## src/rtl/ffn_pkg.sv

```systemverilog
// ==========================================================================
// Module      : ffn_pkg
// Description : Shared defaults and types for the FFN result drain.
// Revision    : 1.0 - initial release
// ==========================================================================
`default_nettype none

package ffn_pkg;

  localparam int DATA_WIDTH_DEF = 16;
  localparam int NEURON_NUM_DEF = 4;
  localparam int DEPTH_DEF      = 4;

  typedef logic [$clog2(NEURON_NUM_DEF)-1:0] lane_idx_t;

  typedef enum logic [0:0] {
    ST_IDLE   = 1'b0,
    ST_STREAM = 1'b1
  } drain_state_e;

endpackage : ffn_pkg

`default_nettype wire

```

## src/rtl/ffn_vec_fifo.sv

```systemverilog
// ==========================================================================
// Module      : ffn_vec_fifo
// Description : Synchronous DEPTH x WIDTH vector FIFO; a push is accepted
//               when full only if a pop happens in the same cycle.
// Revision    : 1.0 - initial release
// ==========================================================================
`default_nettype none

module ffn_vec_fifo #(
  parameter int WIDTH = 64,
  parameter int DEPTH = 4
) (
  input  logic                       clk,
  input  logic                       rstn,
  input  logic                       i_push,
  input  logic                       i_pop,
  input  logic [WIDTH-1:0]           i_wdata,
  output logic [WIDTH-1:0]           o_rdata,
  output logic                       o_full,
  output logic                       o_empty,
  output logic [$clog2(DEPTH):0]     o_count
);

  localparam int AW = $clog2(DEPTH);
  localparam int CW = AW + 1;

  logic [WIDTH-1:0] r_mem [DEPTH];
  logic [AW-1:0]    r_wr_ptr;
  logic [AW-1:0]    r_rd_ptr;
  logic [CW-1:0]    r_count;
  logic             w_do_push;
  logic             w_do_pop;

  assign o_full    = (r_count == CW'(DEPTH));
  assign o_empty   = (r_count == '0);
  assign o_count   = r_count;
  assign o_rdata   = r_mem[r_rd_ptr];
  assign w_do_pop  = i_pop & ~o_empty;
  assign w_do_push = i_push & (~o_full | w_do_pop);

  always_ff @(posedge clk) begin
    if (w_do_push) begin
      r_mem[r_wr_ptr] <= i_wdata;
    end
  end

  // Power-of-two depth lets the pointers wrap naturally.
  always_ff @(posedge clk) begin
    if (!rstn) begin
      r_wr_ptr <= '0;
      r_rd_ptr <= '0;
      r_count  <= '0;
    end else begin
      if (w_do_push) r_wr_ptr <= r_wr_ptr + AW'(1);
      if (w_do_pop)  r_rd_ptr <= r_rd_ptr + AW'(1);
      case ({w_do_push, w_do_pop})
        2'b10:   r_count <= r_count + CW'(1);
        2'b01:   r_count <= r_count - CW'(1);
        default: r_count <= r_count;
      endcase
    end
  end

endmodule : ffn_vec_fifo

`default_nettype wire

```

## src/rtl/ffn_result_drain.sv

```systemverilog
// ==========================================================================
// Module      : ffn_result_drain
// Description : Captures FFN result vectors on done rising edge, buffers
//               them and streams them lane by lane (lane 0 = MSB slice).
//               Optional macro FFN_DRAIN_RELU_EN applies ReLU per lane.
// Revision    : 1.0 - initial release
// ==========================================================================
`default_nettype none

module ffn_result_drain
  import ffn_pkg::*;
#(
  parameter int DATA_WIDTH = DATA_WIDTH_DEF,
  parameter int NEURON_NUM = NEURON_NUM_DEF,
  parameter int DEPTH      = DEPTH_DEF
) (
  input  logic                           clk,
  input  logic                           rstn,
  input  logic [DATA_WIDTH*NEURON_NUM-1:0] acc_i,
  input  logic                           done_i,
  output logic [DATA_WIDTH-1:0]          out_data_o,
  output logic [$clog2(NEURON_NUM)-1:0]  out_lane_o,
  output logic                           out_last_o,
  output logic                           out_valid_o,
  input  logic                           out_ready_i,
  output logic [$clog2(DEPTH):0]         count_o,
  output logic                           overflow_o,
  output logic                           busy_o
);

  localparam int VW = DATA_WIDTH * NEURON_NUM;
  localparam int LW = $clog2(NEURON_NUM);
  localparam int CW = $clog2(DEPTH) + 1;

  drain_state_e      r_state;
  drain_state_e      w_state_nxt;
  logic              r_done_q;
  logic              r_overflow;
  logic [LW-1:0]     r_lane;
  logic              w_capture;
  logic              w_xfer;
  logic              w_last;
  logic              w_pop;
  logic              w_full;
  logic              w_empty;
  logic [VW-1:0]     w_head;
  logic [CW-1:0]     w_count;
  logic [DATA_WIDTH-1:0] w_lane_raw;
  logic [DATA_WIDTH-1:0] w_lane_out;

  assign w_capture = done_i & ~r_done_q;
  assign w_last    = (r_lane == LW'(NEURON_NUM - 1));
  assign w_xfer    = out_valid_o & out_ready_i;
  assign w_pop     = w_xfer & w_last;

  ffn_vec_fifo #(
    .WIDTH (VW),
    .DEPTH (DEPTH)
  ) u_fifo (
    .clk     (clk),
    .rstn    (rstn),
    .i_push  (w_capture),
    .i_pop   (w_pop),
    .i_wdata (acc_i),
    .o_rdata (w_head),
    .o_full  (w_full),
    .o_empty (w_empty),
    .o_count (w_count)
  );

  assign w_lane_raw = w_head[VW-1 - int'(r_lane)*DATA_WIDTH -: DATA_WIDTH];

`ifdef FFN_DRAIN_RELU_EN
  assign w_lane_out = w_lane_raw[DATA_WIDTH-1] ? '0 : w_lane_raw;
`else
  assign w_lane_out = w_lane_raw;
`endif

  always_ff @(posedge clk) begin
    if (!rstn) begin
      r_state    <= ST_IDLE;
      r_done_q   <= 1'b0;
      r_overflow <= 1'b0;
      r_lane     <= '0;
    end else begin
      r_state  <= w_state_nxt;
      r_done_q <= done_i;
      if (w_capture & w_full & ~w_pop) r_overflow <= 1'b1;
      if (w_xfer) r_lane <= w_last ? '0 : r_lane + LW'(1);
    end
  end

  // STREAM tracks count != 0, looking one edge ahead so a capture into an
  // empty FIFO is presented on the very next cycle.
  always_comb begin
    w_state_nxt = r_state;
    case (r_state)
      ST_IDLE: begin
        if (w_capture) w_state_nxt = ST_STREAM;
      end
      ST_STREAM: begin
        if (w_pop && (w_count == CW'(1)) && !w_capture) w_state_nxt = ST_IDLE;
      end
      default: w_state_nxt = ST_IDLE;
    endcase
  end

  assign out_valid_o = (r_state == ST_STREAM);
  assign out_data_o  = out_valid_o ? w_lane_out : '0;
  assign out_lane_o  = r_lane;
  assign out_last_o  = out_valid_o & w_last;
  assign count_o     = w_count;
  assign overflow_o  = r_overflow;
  assign busy_o      = ~w_empty;

endmodule : ffn_result_drain

`default_nettype wire

```

## config.mk

```make
export PLATFORM = sky130hd
export DESIGN_NAME = ffn_result_drain
export DESIGN_NICKNAME = d
export VERILOG_FILES = /design/src/rtl/ffn_pkg.sv /design/src/rtl/ffn_vec_fifo.sv /design/src/rtl/ffn_result_drain.sv
export SDC_FILE = /design/constraint.sdc
export NUM_CORES = 1
export LEC_CHECK = 0
export CORE_MARGIN = 5
export CORE_UTILIZATION = 45
export CTS_CLUSTER_SIZE = 12
export DETAILED_ROUTE_END_ITERATION = 6
export DONT_BUFFER_PORTS = 1
export PLACE_DENSITY_LB_ADDON = 0.2
export SLEW_MARGIN = 20
export SYNTH_ARGS = -nofsm -noshare
export SYNTH_HDL_FRONTEND = slang
export SYNTH_HIERARCHICAL = 1
export SYNTH_SLANG_ARGS = --single-unit
```

## constraint.sdc

```tcl
create_clock -name clk -period 4.41 [get_ports clk]
set_input_delay 0.882 -clock clk [delete_from_list [all_inputs] [get_ports clk]]
set_output_delay 0.882 -clock clk [all_outputs]
set_load 0.05 [all_outputs]
```

# Word-level counts from Yosys, hierarchy flattened
# Memory sizes are Yosys's and may differ from the RTL's. A register that Yosys moved wholly into a read port is not among the register bits.
# Cells that the tools add are included.
dict set report op_classes {
  add_sub_neg 6
  multipliers 0
  n_div 0
  magnitude_cmp 0
  n_eq_ne 5
  n_shift 1
  mux 10
  bitwise 14
  n_reduce_logical 5
}
# op count
set ops {}
lappend ops {{variable part select 79 x 7 -> 16 bit} 1}
lappend ops {{two-way mux 16 bit} 1}
lappend ops {{AND 1 bit} 8}
lappend ops {{subtractor 6 x 6 -> 7 bit (first input constant)} 1}
lappend ops {{adder 2 x 1 -> 2 bit (second input constant)} 3}
lappend ops {{two-way mux 2 bit} 3}
lappend ops {{case mux 3 bit (2 select lines)} 1}
lappend ops {{inverter 1 bit} 5}
lappend ops {{== test 2 bit (second input constant)} 2}
lappend ops {{two-way mux 1 bit} 4}
lappend ops {{adder 3 x 1 -> 3 bit (second input constant)} 1}
lappend ops {{== test 3 x 1 -> 1 bit (second input constant)} 1}
lappend ops {{== test 3 bit (second input constant)} 1}
lappend ops {{logical NOT 3 bit} 1}
lappend ops {{subtractor 3 x 1 -> 3 bit (second input constant)} 1}
lappend ops {{== test 2 x 1 -> 1 bit (second input constant)} 1}
lappend ops {{logical AND 1 bit} 2}
lappend ops {{case mux 1 bit (2 select lines)} 1}
lappend ops {{nonzero test 2 bit} 1}
lappend ops {{logical NOT 1 bit} 1}
lappend ops {{OR 1 bit} 1}
dict set report word_totals {
  regBits 12
  latchBits 0
  ramBits 256
  romBits 0
  input_bits 68
  out_inout_bits 25
  elab_cells 49
  memories 1
}
# memory depth word_bits rd rd_ports_with_merged_regs wr line_no
set memory_table {}
lappend memory_table {u_fifo.r_mem 4 64 1 1 1 ffn_vec_fifo.sv:27} ;# logic [WIDTH-1:0] r_mem [DEPTH];

# Longest topological paths before layout
dict set report depth {
  word_depth 7
  ltp_mapped 11
  mapped_depth_nobuf 11
}

# Modules after synthesis
# Netlist, hierarchy kept.
# mod instances cells_per_inst area_each_um2 seq_area_each_um2
set modules_own_cells {}
lappend modules_own_cells {ffn_vec_fifo 1 388 9893.2 7867.5}
lappend modules_own_cells {ffn_result_drain 1 82 724.4 100.1}

# Least setup slack after synthesis
# Ideal clock, no wire load.
dict set report synth_timing {
  kind {register to register}
  from {register r_lane[0] (netlist: out_lane_o[0])}
  to {memory u_fifo.r_mem[0][0] (enable)}
  setup_time_ns 0.429
  t_arrival_ns 3.012
  slack_ns 0.970
  path_stages_with_launch 6
  synth_period_minus_slack_ns 3.440
  cell_sequence {dfxtp_1 > ha_1 > and3_2 > inv_1 > a21boi_2 > and2_1}
}
dict set report synth_via {
  elab_chain_len 7
}
# element line_no
set synth_rtl {}
lappend synth_rtl {{start, declared} ffn_result_drain.sv:39} ;# logic [LW-1:0] r_lane;
lappend synth_rtl {{start signal, assigned} ffn_result_drain.sv:89} ;# if (w_xfer) r_lane <= w_last ? '0 : r_lane + LW'(1);
lappend synth_rtl {{== test 2 bit} ffn_result_drain.sv:52} ;# assign w_last = (r_lane == LW'(NEURON_NUM - 1));
lappend synth_rtl {{AND 1 bit} ffn_result_drain.sv:54} ;# assign w_pop = w_xfer & w_last;
lappend synth_rtl {{named net w_pop} ffn_result_drain.sv:43} ;# logic w_pop;
lappend synth_rtl {{AND 1 bit} ffn_vec_fifo.sv:38} ;# assign w_do_pop = i_pop & ~o_empty;
lappend synth_rtl {{OR 1 bit} ffn_vec_fifo.sv:39} ;# assign w_do_push = i_push & (~o_full | w_do_pop);
lappend synth_rtl {{AND 1 bit} ffn_vec_fifo.sv:39}
lappend synth_rtl {{two-way mux 1 bit} ffn_vec_fifo.sv:42} ;# if (w_do_push) begin
lappend synth_rtl {{two-way mux 1 bit (implied by the code)} ffn_vec_fifo.sv:43} ;# r_mem[r_wr_ptr] <= i_wdata;
lappend synth_rtl {{end, declared} ffn_vec_fifo.sv:27}
# The timed path passes the listed nets, and every way through them passes these cells.

==> run_results.csv <==
group,metric,value,unit
critical_path,path_max_fanout,34,
routing,wl_per_cell,23.7,um
sta,max_freq,274,MHz
pwr,ir_drop,261,uV
synth,ys.flop_type,"edfxtp_1",
cts,ctsLongestPathBuffers,3,
floorplan,ios,93,
sta,drv_slew,0,
hold_path,min_path_type,"input pin to flip-flop",
routing,drt_wl_total,20000,um
sta,period_needed,3650,ps
synth,syn-instance-count,470,
pwr,p_per_area,449,nW/um2
floorplan,coreArea,23300,um2
sta,timing.hold.ws,452,ps
sta,finalCritPeriodShare,0.827,
routing,final_antenna_net_count,0,
pwr,power.share.switching,0.203,
placed_design,post_dp_cell_area,11000,um2
critical_path,worst_r2r_path_depth,5,
routing,firstDrtPassIters,4,
floorplan,start_util,0.455,
synth,synth_compound_area_frac,0.0170,
synth,synth_seq_cells,270,
critical_path,reg2reg_from,"out_lane_o[0]",
cts,cts_made_buffers,29,
critical_path,cpLargestDelayFamily,"multiplexers",
cts,hold_buffers,0,
critical_path,critPathLaunchType,"flip-flop",
synth,synth_edf_count,256,
synth,synth-simple-area-share,0.0170,
final_layout,final_util,0.510,
routing,drt_drc_violations_left,0,
run_status,run_status,"complete, no violations",
sta,hold_viol,0,
final_layout,stdcell_area,11900,um2
floorplan,die_h,164,um
cts,insertion_delay,520,ps
floorplan,die_x,164,um
critical_path,endpoint_kind,"output pin",
sta,slew_headroom,0.294,
synth,async_reset_ff_frac,0,
synth,synth_xor_area_frac,0.00165,
sta,fin_skew,7.12,ps
critical_path,crit_arrival,2770,ps
synth,yosysWarningCount,6,
synth,synthMuxAreaShare,0.184,
floorplan,die_area,26800,um2
cts,cts_tree,"done",
critical_path,cp_num_cells,5,
synth,syn_nets,545,
cts,root_buffer,"clkbuf_16",
pwr,p_switching,0.00109,W
placed_design,routabilityCongestion,0.697,
final_layout,area_growth,12.1,%
flow_run,maxCapViolCount,0,
synth,synthAdderAreaFrac,0.00896,
cts,path_clk_slew,60,ps
synth,ys_seq_area_frac,0.750,
critical_path,crit_chain,"buf_12 > mux4_1 > mux2i_1 > o22ai_1 > buf_4",
floorplan,row_count,56,
sta,rsz0062_at_grt,"false",
synth,synth_cell_type_count,35,
final_layout,antenna_cells,0,
cts,cts-resized-gates,0,
pwr,pwr-share-comb,0.043,
synth,synth_top_family_by_area,"multiplexers",
pwr,p_seq_frac,0.550,
critical_path,slowest_delay,760,ps
pwr,p_clk_frac,0.407,
critical_path,required,3530,ps
critical_path,cp-endpoint,"out_data_o[14]",
global_routing,grt_start_max_net_pins,65,
pwr,internal_power,0.00426,W
critical_path,critPathKind,"flip-flop to output pin",
sta,worst_slew_pin_slew,1060,ps
placed_design,hpwl,11600,um
pwr,power.leakage,3.73,nW
placed_design,io_buffers,0,
sta,setup-tns-final,0,ps
final_layout,seqCellArea,7970,um2
global_routing,grt_pass1_vias,5085,
cts,clock-sinks,270,
global_routing,grt_overflow,0,
critical_path,cp_slowest_cell,"dfxtp_4",
final_layout,drive_gt1_frac,0.181,
sta,setup_viol,0,
cts,h-tree-depth,1,
critical_path,crit_buf_inv,2,
final_layout,multi_input_area,2440,um2
final_layout,fill_cells,1820,
final_layout,nets,579,
global_routing,grtUsageTotal,0.153,
critical_path,rr_endpoint,"u_fifo/r_mem[3][18]",
routing,via_count,4563,
synth,syn_area_per_cell,22.6,um2
synth,syn_area,10600,um2
routing,drtIter0Drc,264,
global_routing,antenna_found_initial,0,
critical_path,r2r_setup_slack,1400,ps
cts,post_cts_buffers,0,
global_routing,grt_pass1_wl,30600,um
routing,avgViaCountPerCell,5.41,
how the worst min path moves through the flow:
stage | depth (start not counted) | to | slack [ps] | from
global placement | 2 | u_fifo/r_wr_ptr[1] | 470 | u_fifo/r_wr_ptr[1]
finish | 0 | u_fifo/r_mem[2][42] | 450 | acc_i[42]
detailed placement | 2 | u_fifo/r_rd_ptr[0] | 490 | u_fifo/r_rd_ptr[0]
CTS | 0 | u_fifo/r_mem[1][47] | 430 | acc_i[47]
floorplan | 2 | flip-flop | 460 | u_fifo/r_rd_ptr[0]
global route | 0 | u_fifo/r_mem[3][35] | 420 | acc_i[35]
per-stage QoR:
| stage | power [W] | setup WS (ps) | cells |
|---|---|---|---|
| 3_5_place_dp | 0.00323 | 1210 | 792 |
| 2_1_floorplan | 0.00316 | 970 | 470 |
| 4_1_cts | 0.00541 | 652 | 843 |
| 3_3_place_gp | 0.00323 | 1240 | 792 |
| 5_1_grt | 0.00555 | 580 | 843 |
| 6_report | 0.00535 | 761 | 843 |
registers in the layout, summed over array words and instances, names as in the netlist, named ones only:
register	cells
u_fifo/r_mem	256
u_fifo/o_count	3
out_lane_o	2
u_fifo/r_rd_ptr	2
u_fifo/r_wr_ptr	2
out_valid_o	1
overflow_o	1
r_done_q	1
layout make-up:
cell class                      instances  share of cell area
Multi-Input combinational cell        169               0.205
Inverter                                9             0.00284
Timing Repair Buffer                   25              0.0168
Clock inverter                          8             0.00357
Tap cell                              319              0.0335
Clock buffer                           43              0.0687
Sequential cell                       270               0.670
per-layer routing:
layer | GRT usage | share of wire
met1 | 0.192 | 0.40
met2 | 0.252 | 0.49
met3 | 0.0606 | 0.092
met4 | 0.0332 | 0.015
met5 | 0 | 0
power by group through the flow:
stage	Combinational, W	Sequential, W	Clock, W
after floorplan	0.000171	0.00299	0
after global placement	0.000235	0.00299	0
after detailed placement	0.000237	0.00300	0
after CTS	0.000237	0.00294	0.00223
after global routing	0.000250	0.00295	0.00235
final	0.000231	0.00294	0.00218
cell usage after synthesis, types with 2 or more instances:
master	number	area share
buf_2	7	0.0033
dfxtp_1	14	0.026
edfxtp_1	256	0.72
ha_1	6	0.0071
mux4_1	43	0.11
mux4_2	21	0.045
o21ai_0	6	0.0028
mux2i_1	35	0.033
o22ai_1	16	0.0094
or3_1	2	0.0012
nand3_1	2	0.00094
buf_6	11	0.012
and2_1	7	0.0041
nor2b_1	2	0.0012
nor2_1	3	0.0011
inv_1	9	0.0032
nand2_1	11	0.0039
a21boi_0	2	0.0014
worst register-to-register path, delay by kind of cell, from the launching register on:
family | cells | cell delay, ps
simple gates | 2 | 1070
compound gates | 1 | 330
fa+ha+maj | 1 | 320
flops | 1 | 720
buf+inv | 1 | 80
kinds of logic after synthesis:
group | Yosys count
buffers and inverters | 31
adders and majority gates | 7
AOI/OAI and AO/OA | 28
DFF | 270
and+or+nand+nor | 33
muxes | 99
xor gates and xnor gates | 2
layout by cell type (no fill, tap or decap), types with 2 or more instances in the layout:
master       n
a21boi_0     2
and2_1       3
and2_4       4
buf_4       24
clkbuf_1    10
clkbuf_16   29
clkbuf_8     4
clkinv_1     3
clkinv_2     4
dfxtp_1     11
dfxtp_2      2
edfxtp_1   256
ha_1         6
inv_1        9
mux2i_1     35
mux4_1      43
mux4_2      21
nand2_1     11
nand3_1      2
nor2_1       3
nor2b_1      2
o21ai_0      6
o22ai_1     16
or3_1        2
Power figures use the tool's default switching activity.
